<file path="config.mk">
export PLATFORM = sky130hd
export DESIGN_NAME = snake_mover_flat
export DESIGN_NICKNAME = d
export VERILOG_FILES = /design/src/rtl/snake_mover_pkg.sv /design/src/rtl/snake_mover_if.sv /design/src/rtl/snake_mover_next_pos.sv /design/src/rtl/snake_mover.sv /design/src/flat_wrapper.sv
export SDC_FILE = /design/constraint.sdc
export NUM_CORES = 1
export LEC_CHECK = 0
export CORE_ASPECT_RATIO = 1.5
export CORE_MARGIN = 1
export CORE_UTILIZATION = 41
export CTS_CLUSTER_DIAMETER = 120
export DETAILED_ROUTE_END_ITERATION = 6
export PLACE_DENSITY_LB_ADDON = 0.25
export SETUP_SLACK_MARGIN = 0.3
export SLEW_MARGIN = 30
export SYNTH_ARGS = -nofsm -noshare
export SYNTH_HDL_FRONTEND = slang
export SYNTH_SLANG_ARGS = --single-unit
</file>
<file path="constraint.sdc">
create_clock -name clock -period 12.8 [get_ports clock]
set_clock_uncertainty 0.2 [all_clocks]
set_input_delay 1.28 -clock clock [delete_from_list [all_inputs] [get_ports clock]]
set_output_delay 1.28 -clock clock [all_outputs]
set_load 0.005 [all_outputs]
</file>
<file path="src/rtl/snake_mover_pkg.sv">
`default_nettype none
// +--------------------------------------------------------------------+
// | snake_mover_pkg : direction/state codes and helpers for the snake  |
// | Revision: 1.0                                                      |
// +--------------------------------------------------------------------+
package snake_mover_pkg;

  typedef enum logic [1:0] {
    DIR_UP    = 2'd0,
    DIR_RIGHT = 2'd1,
    DIR_DOWN  = 2'd2,
    DIR_LEFT  = 2'd3
  } dir_e;

  localparam logic [0:0] ST_ALIVE = 1'b0;
  localparam logic [0:0] ST_DEAD  = 1'b1;

  // Opposite directions differ only in the upper code bit.
  function automatic dir_e opposite(input dir_e d);
    return dir_e'(d ^ 2'd2);
  endfunction

endpackage
`default_nettype wire

</file>
<file path="src/rtl/snake_mover_if.sv">
`default_nettype none
// +--------------------------------------------------------------------+
// | snake_mover_if : control, query and status bundle of the snake     |
// | Revision: 1.0                                                      |
// +--------------------------------------------------------------------+
interface snake_mover_if #(
  parameter int COORD_W = 5,
  parameter int LEN_W   = 5
);
  logic               step;
  logic [1:0]         dir_req;
  logic               dir_valid;
  logic               grow;
  logic [COORD_W-1:0] qry_x;
  logic [COORD_W-1:0] qry_y;
  logic               qry_hit;
  logic [COORD_W-1:0] head_x;
  logic [COORD_W-1:0] head_y;
  logic [LEN_W-1:0]   length;
  logic               dead;

  modport master (
    output step, dir_req, dir_valid, grow, qry_x, qry_y,
    input  qry_hit, head_x, head_y, length, dead
  );

  modport slave (
    input  step, dir_req, dir_valid, grow, qry_x, qry_y,
    output qry_hit, head_x, head_y, length, dead
  );
endinterface
`default_nettype wire

</file>
<file path="src/rtl/snake_mover_next_pos.sv">
`default_nettype none
// +--------------------------------------------------------------------+
// | snake_mover_next_pos : one-cell stepper with wrap-around grid      |
// | Revision: 1.0                                                      |
// +--------------------------------------------------------------------+
module snake_mover_next_pos
  import snake_mover_pkg::*;
#(
  parameter int GRID_W  = 32,
  parameter int GRID_H  = 24,
  parameter int COORD_W = 5
) (
  input  wire logic [COORD_W-1:0] i_cur_x,
  input  wire logic [COORD_W-1:0] i_cur_y,
  input  wire dir_e               i_dir,
  output logic      [COORD_W-1:0] o_nxt_x,
  output logic      [COORD_W-1:0] o_nxt_y
);
  localparam logic [COORD_W-1:0] c_X_MAX = COORD_W'(GRID_W - 1);
  localparam logic [COORD_W-1:0] c_Y_MAX = COORD_W'(GRID_H - 1);

  always_comb begin
    o_nxt_x = i_cur_x;
    o_nxt_y = i_cur_y;
    case (i_dir)
      DIR_UP:    o_nxt_y = (i_cur_y == '0)      ? c_Y_MAX : i_cur_y - 1'b1;
      DIR_RIGHT: o_nxt_x = (i_cur_x == c_X_MAX) ? '0      : i_cur_x + 1'b1;
      DIR_DOWN:  o_nxt_y = (i_cur_y == c_Y_MAX) ? '0      : i_cur_y + 1'b1;
      DIR_LEFT:  o_nxt_x = (i_cur_x == '0)      ? c_X_MAX : i_cur_x - 1'b1;
      default:   ;
    endcase
  end
endmodule
`default_nettype wire

</file>
<file path="src/rtl/snake_mover.sv">
`default_nettype none
// +--------------------------------------------------------------------+
// | snake_mover : snake head/body/length engine with death detection   |
// | Revision: 1.0                                                      |
// +--------------------------------------------------------------------+
module snake_mover
  import snake_mover_pkg::*;
#(
  parameter int GRID_W  = 32,
  parameter int GRID_H  = 24,
  parameter int COORD_W = 5,
  parameter int MAX_LEN = 16,
  parameter int LEN_W   = 5,
  parameter int START_X = 16,
  parameter int START_Y = 12
) (
  input wire logic     clock,
  input wire logic     reset,
  snake_mover_if.slave bus
);
  localparam logic [LEN_W-1:0]   c_MAX_LEN = LEN_W'(MAX_LEN);
  localparam logic [COORD_W-1:0] c_START_X = COORD_W'(START_X);
  localparam logic [COORD_W-1:0] c_START_Y = COORD_W'(START_Y);

  logic [COORD_W-1:0] r_ex [MAX_LEN];
  logic [COORD_W-1:0] r_ey [MAX_LEN];
  logic [LEN_W-1:0]   r_len;
  dir_e               r_cur_dir;
  dir_e               r_next_dir;
  logic               r_pend_grow;
  logic [0:0]         r_state;
  logic [0:0]         w_state_nxt;
  logic               w_alive;

  logic               w_dir_ok;
  dir_e               w_dir;
  logic               w_growing;
  logic [LEN_W-1:0]   w_chk_len;
  logic [COORD_W-1:0] w_nxt_x;
  logic [COORD_W-1:0] w_nxt_y;
  logic [MAX_LEN-1:0] w_body_hit;
  logic [MAX_LEN-1:0] w_qry_vec;
  logic               w_collide;

  // Reversal is judged against the direction actually travelled, not the pending one.
  assign w_dir_ok  = bus.dir_valid && (bus.dir_req != opposite(r_cur_dir));
  assign w_dir     = w_dir_ok ? dir_e'(bus.dir_req) : r_next_dir;
  assign w_growing = (r_pend_grow || bus.grow) && (r_len < c_MAX_LEN);
  assign w_chk_len = w_growing ? r_len : r_len - 1'b1;

  snake_mover_next_pos #(
    .GRID_W  (GRID_W),
    .GRID_H  (GRID_H),
    .COORD_W (COORD_W)
  ) u_next_pos (
    .i_cur_x (r_ex[0]),
    .i_cur_y (r_ey[0]),
    .i_dir   (w_dir),
    .o_nxt_x (w_nxt_x),
    .o_nxt_y (w_nxt_y)
  );

  for (genvar i = 0; i < MAX_LEN; i++) begin : g_cmp
    assign w_body_hit[i] = (LEN_W'(i) < w_chk_len) &&
                           (r_ex[i] == w_nxt_x) && (r_ey[i] == w_nxt_y);
    assign w_qry_vec[i]  = (LEN_W'(i) < r_len) &&
                           (r_ex[i] == bus.qry_x) && (r_ey[i] == bus.qry_y);
  end

  assign w_collide   = |w_body_hit;
  assign bus.qry_hit = |w_qry_vec;
  assign bus.head_x  = r_ex[0];
  assign bus.head_y  = r_ey[0];
  assign bus.length  = r_len;

  always_ff @(posedge clock) begin
    if (reset) r_state <= ST_ALIVE;
    else       r_state <= w_state_nxt;
  end

  always_comb begin
    w_state_nxt = r_state;
    case (r_state)
      ST_ALIVE: if (bus.step && w_collide) w_state_nxt = ST_DEAD;
      ST_DEAD:  w_state_nxt = ST_DEAD;
    endcase
  end

  always_comb begin
    w_alive  = (r_state == ST_ALIVE);
    bus.dead = (r_state == ST_DEAD);
  end

  always_ff @(posedge clock) begin
    if (reset) begin
      for (int i = 0; i < MAX_LEN; i++) begin
        r_ex[i] <= c_START_X;
        r_ey[i] <= c_START_Y;
      end
      r_len       <= LEN_W'(1);
      r_cur_dir   <= DIR_RIGHT;
      r_next_dir  <= DIR_RIGHT;
      r_pend_grow <= 1'b0;
    end else if (w_alive) begin
      if (bus.step) begin
        if (!w_collide) begin
          for (int i = MAX_LEN - 1; i > 0; i--) begin
            r_ex[i] <= r_ex[i-1];
            r_ey[i] <= r_ey[i-1];
          end
          r_ex[0]     <= w_nxt_x;
          r_ey[0]     <= w_nxt_y;
          r_len       <= r_len + {{(LEN_W-1){1'b0}}, w_growing};
          r_cur_dir   <= w_dir;
          r_next_dir  <= w_dir;
          r_pend_grow <= 1'b0;
        end
      end else begin
        r_next_dir <= w_dir;
        if (bus.grow) r_pend_grow <= 1'b1;
      end
    end
  end
endmodule
`default_nettype wire
</file>
<file path="src/flat_wrapper.sv">
// flat-port wrapper written by rule: the top's interface ports become plain ports
module snake_mover_flat import snake_mover_pkg::*;
#(
  parameter int GRID_W  = 32,
  parameter int GRID_H  = 24,
  parameter int COORD_W = 5,
  parameter int MAX_LEN = 16,
  parameter int LEN_W   = 5,
  parameter int START_X = 16,
  parameter int START_Y = 12
)
  (clock, reset, bus_step, bus_dir_req, bus_dir_valid, bus_grow, bus_qry_x, bus_qry_y, bus_qry_hit, bus_head_x, bus_head_y, bus_length, bus_dead);
  snake_mover_if #(.COORD_W(COORD_W), .LEN_W(LEN_W)) bus_i ();
  input wire logic clock;
  input wire logic reset;
  input wire logic [$bits(bus_i.step)-1:0] bus_step;
  input wire logic [$bits(bus_i.dir_req)-1:0] bus_dir_req;
  input wire logic [$bits(bus_i.dir_valid)-1:0] bus_dir_valid;
  input wire logic [$bits(bus_i.grow)-1:0] bus_grow;
  input wire logic [$bits(bus_i.qry_x)-1:0] bus_qry_x;
  input wire logic [$bits(bus_i.qry_y)-1:0] bus_qry_y;
  output wire logic [$bits(bus_i.qry_hit)-1:0] bus_qry_hit;
  output wire logic [$bits(bus_i.head_x)-1:0] bus_head_x;
  output wire logic [$bits(bus_i.head_y)-1:0] bus_head_y;
  output wire logic [$bits(bus_i.length)-1:0] bus_length;
  output wire logic [$bits(bus_i.dead)-1:0] bus_dead;
  assign bus_i.step = bus_step;
  assign bus_i.dir_req = bus_dir_req;
  assign bus_i.dir_valid = bus_dir_valid;
  assign bus_i.grow = bus_grow;
  assign bus_i.qry_x = bus_qry_x;
  assign bus_i.qry_y = bus_qry_y;
  assign bus_qry_hit = bus_i.qry_hit;
  assign bus_head_x = bus_i.head_x;
  assign bus_head_y = bus_i.head_y;
  assign bus_length = bus_i.length;
  assign bus_dead = bus_i.dead;
  snake_mover #(.GRID_W(GRID_W), .GRID_H(GRID_H), .COORD_W(COORD_W), .MAX_LEN(MAX_LEN), .LEN_W(LEN_W), .START_X(START_X), .START_Y(START_Y)) u_core (.clock(clock), .reset(reset), .bus(bus_i));
endmodule
</file>
==> impl_metrics.toml <==
[logic_synthesis]
synthesis.nets = 1401
ys_dominant_reg_cell = "edfxtp_1"
ys.warnings.count = 0
ys_ff_latch = 171
netlist.area_leader.share_pct = 36.6
async_flop_share_pct = 0
yosys-top-cells-area = "edfxtp_1, xor2_1, xnor2_1"
synth_area_leader_cell = "edfxtp_1"
synth-edff-count = 160
yosysUniqueCellTypes = 86
syn_area_um2 = 13100
synthCells = 1375
yosysSeqAreaShare_pct = 38.3
syn_area_per_cell_um2 = 9.55

[worst_hold_path]
hold_path_class = "register to register"

[drt]
vias = 11500
first_pass_iters = 6
routed_wl_mm = 53.7
via_per_inst = 6.51
drtAntennaViolNets = 0
post_drt_wl_per_cell_um = 30.4
drtIter0Drc = 1485
drc = 0

[floorplanning]
core_area_um2 = 31200
design.die.area_um2 = 32800
die_x_um = 148
initial_core_util_pct = 42.0
row_count = 79
die_h_um = 221
io_pins = 34

[critical_path]
arrival_ps = 7370
path_class = "input port to register"
end_kind = "register"
required_ps = 12690
worstSetupStartpointType = "input port"
crit_fanout = 112

[sta]
slew_headroom_pct = 28.2
setup_viol = 0
hold_violations = 0
finalSetupTns_ps = 0
rsz0062_at_grt = "no"
period_share_pct = 58.4
holdWs_ps = 366
max_freq_ghz = 0.134
fin_crit_ps = 7480
max_slew.worst_pin.slew_ps = 1080
drv_slew = 0

[global_routing]
grt_usage_pct = 33.4
grt_antenna_before_repair = 0
grt_pass1_vias = 11000
grt_overflow_total = 0
grt_max_degree = 113
grt_pass1_wl_mm = 77.9

[cells_and_area]
area_growth_pct = 8.96
diodes = 0
final_area_um2 = 14300
fillCellCount = 3037
utilization_pct = 45.8
final_nets = 1374
layout-drive-gt1-share_pct = 7.64

[cts]
clk_latency_ps = 470
cts_max_level = 4
clockRootBuffer = "clkbuf_16"
cts_setup_buffers = 0
clk_pin_slew_ps = 70
cts_made_buffers = 17
cts_tree = "yes"
post_cts_resized = 0
clockBufferDepth = 2
clkSinkCount = 171
ctsHoldBuffers = 0

[place]
place_area_um2 = 13700
io_buffers = 33
hpwl_mm = 38.7
place_congestion = 1.02

[power]
power.leakage_uw = 0.00483
irDropWorstVdd_uv = 104
p_per_area_nw_per_um2 = 226
finalPower_uw = 3240

[run]
drv_cap = 0

[outcome]
status = "finished clean"
==> cell families (layout without fill, tap and decap cells) <==
group                    count (synthesis)  count (layout)  synth area share, %
AO/OA/AOI/OAI                          273             273                 14.7
AND/OR/NAND/NOR                        477             477                 20.7
XOR/XNOR                               285             285                 19.1
multiplexers                            17              17                 1.41
flip-flops                             171             171                 38.3
buffers and inverters                  143             129                 5.02
adder cells (fa/ha/maj)                  9               9                0.858
==> critical path: stages <==
cell             delay, ps
clkdlybuf4s50_1        630
xor2_1                 220
a2bb2oi_1              630
nand2_2                 80
buf_4                  360
nor3_1                 900
a21oi_2                300
o21a_1                 270
nand4_1                 90
o41ai_1                170
nor4b_2                810
nand3_1                140
buf_4                  280
nand2_4                530
buf_12                 500
==> report_power, final <==
part           switching (µW)  total (µW)  internal [µW]
combinational            1040        1640            593
clock                     247         553            306
sequential                277        1050            772
==> final timing paths <==
kind	startpoint	end	slack [ps]	cells after the start
worst min-delay path	u_core.r_pend_grow	u_core.r_pend_grow	370	2
worst max register to register	u_core.r_ey[0][0]	u_core.r_ex[1][2]	5860	16
worst min register to register	u_core.r_pend_grow	u_core.r_pend_grow	370	2
worst max-delay path	bus_dir_req[1]	u_core.r_ex[1][2]	5320	15
==> layout by cell type, fill, tap and decap left out, drive strengths merged, types with 9 or more instances in the layout <==
cell             n
and3            16
dfxtp           11
a31oi           10
o21a             9
nand2           46
a21oi           75
o22ai            9
nand3           35
mux2            12
nand2b          47
nor2            46
and2           103
o211ai          12
xnor2          138
buf             32
or3             11
o21ai           43
edfxtp         160
xor2           147
nor4            44
a2111oi         17
ha               9
clkdlybuf4s50   33
a211oi          15
nor3            64
nand4           37
inv             34
clkbuf          17
==> state kept, by name (all words and copies together), names as in the netlist <==
name                cells
u_core.r_ex            80
u_core.r_ey            80
u_core.bus.length       5
u_core.r_cur_dir        2
u_core.r_next_dir       2
u_core.bus.dead         1
u_core.r_pend_grow      1
==> metal layers <==
metal	GRT usage (%)	share of wire, %	vias up
met2	50.8	45	740
met5	0	0	-
met3	5.44	8.2	231
met4	26.2	8.7	0
li1	-	-	4941
met1	42.0	38	5593
==> cell usage after synthesis (32+ instances only) <==
master / number
nand4_1: 37
clkbuf_1: 66
nand2b_1: 47
and2_1: 103
xor2_1: 146
o21ai_0: 38
inv_1: 32
a21oi_1: 73
nor4_1: 42
edfxtp_1: 160
nand2_1: 46
nand3_1: 35
nor3_1: 64
xnor2_1: 138
nor2_1: 46
==> final cells by class <==
type / count / area (µm²) / share of cell area (%)
well taps: 405 / 507 / 3.54
clock buffers: 17 / 425 / 2.97
repair buffers: 65 / 583 / 4.08
multi-input cells: 1061 / 7470 / 52.2
clock inverters: 15 / 171 / 1.20
inverters: 32 / 120 / 0.840
flip-flops and latches: 171 / 5020 / 35.1
==> metrics by stage <==
stage / std cells / setup WS (ps)
3_5_place_dp: 1734 / 4930
5_1_grt: 1766 / 5080
3_3_place_gp: 1734 / 4980
4_1_cts: 1766 / 5430
2_1_floorplan: 1375 / 4430
6_report: 1766 / 5320
Note: power is estimated with default switching activity, not from simulation.
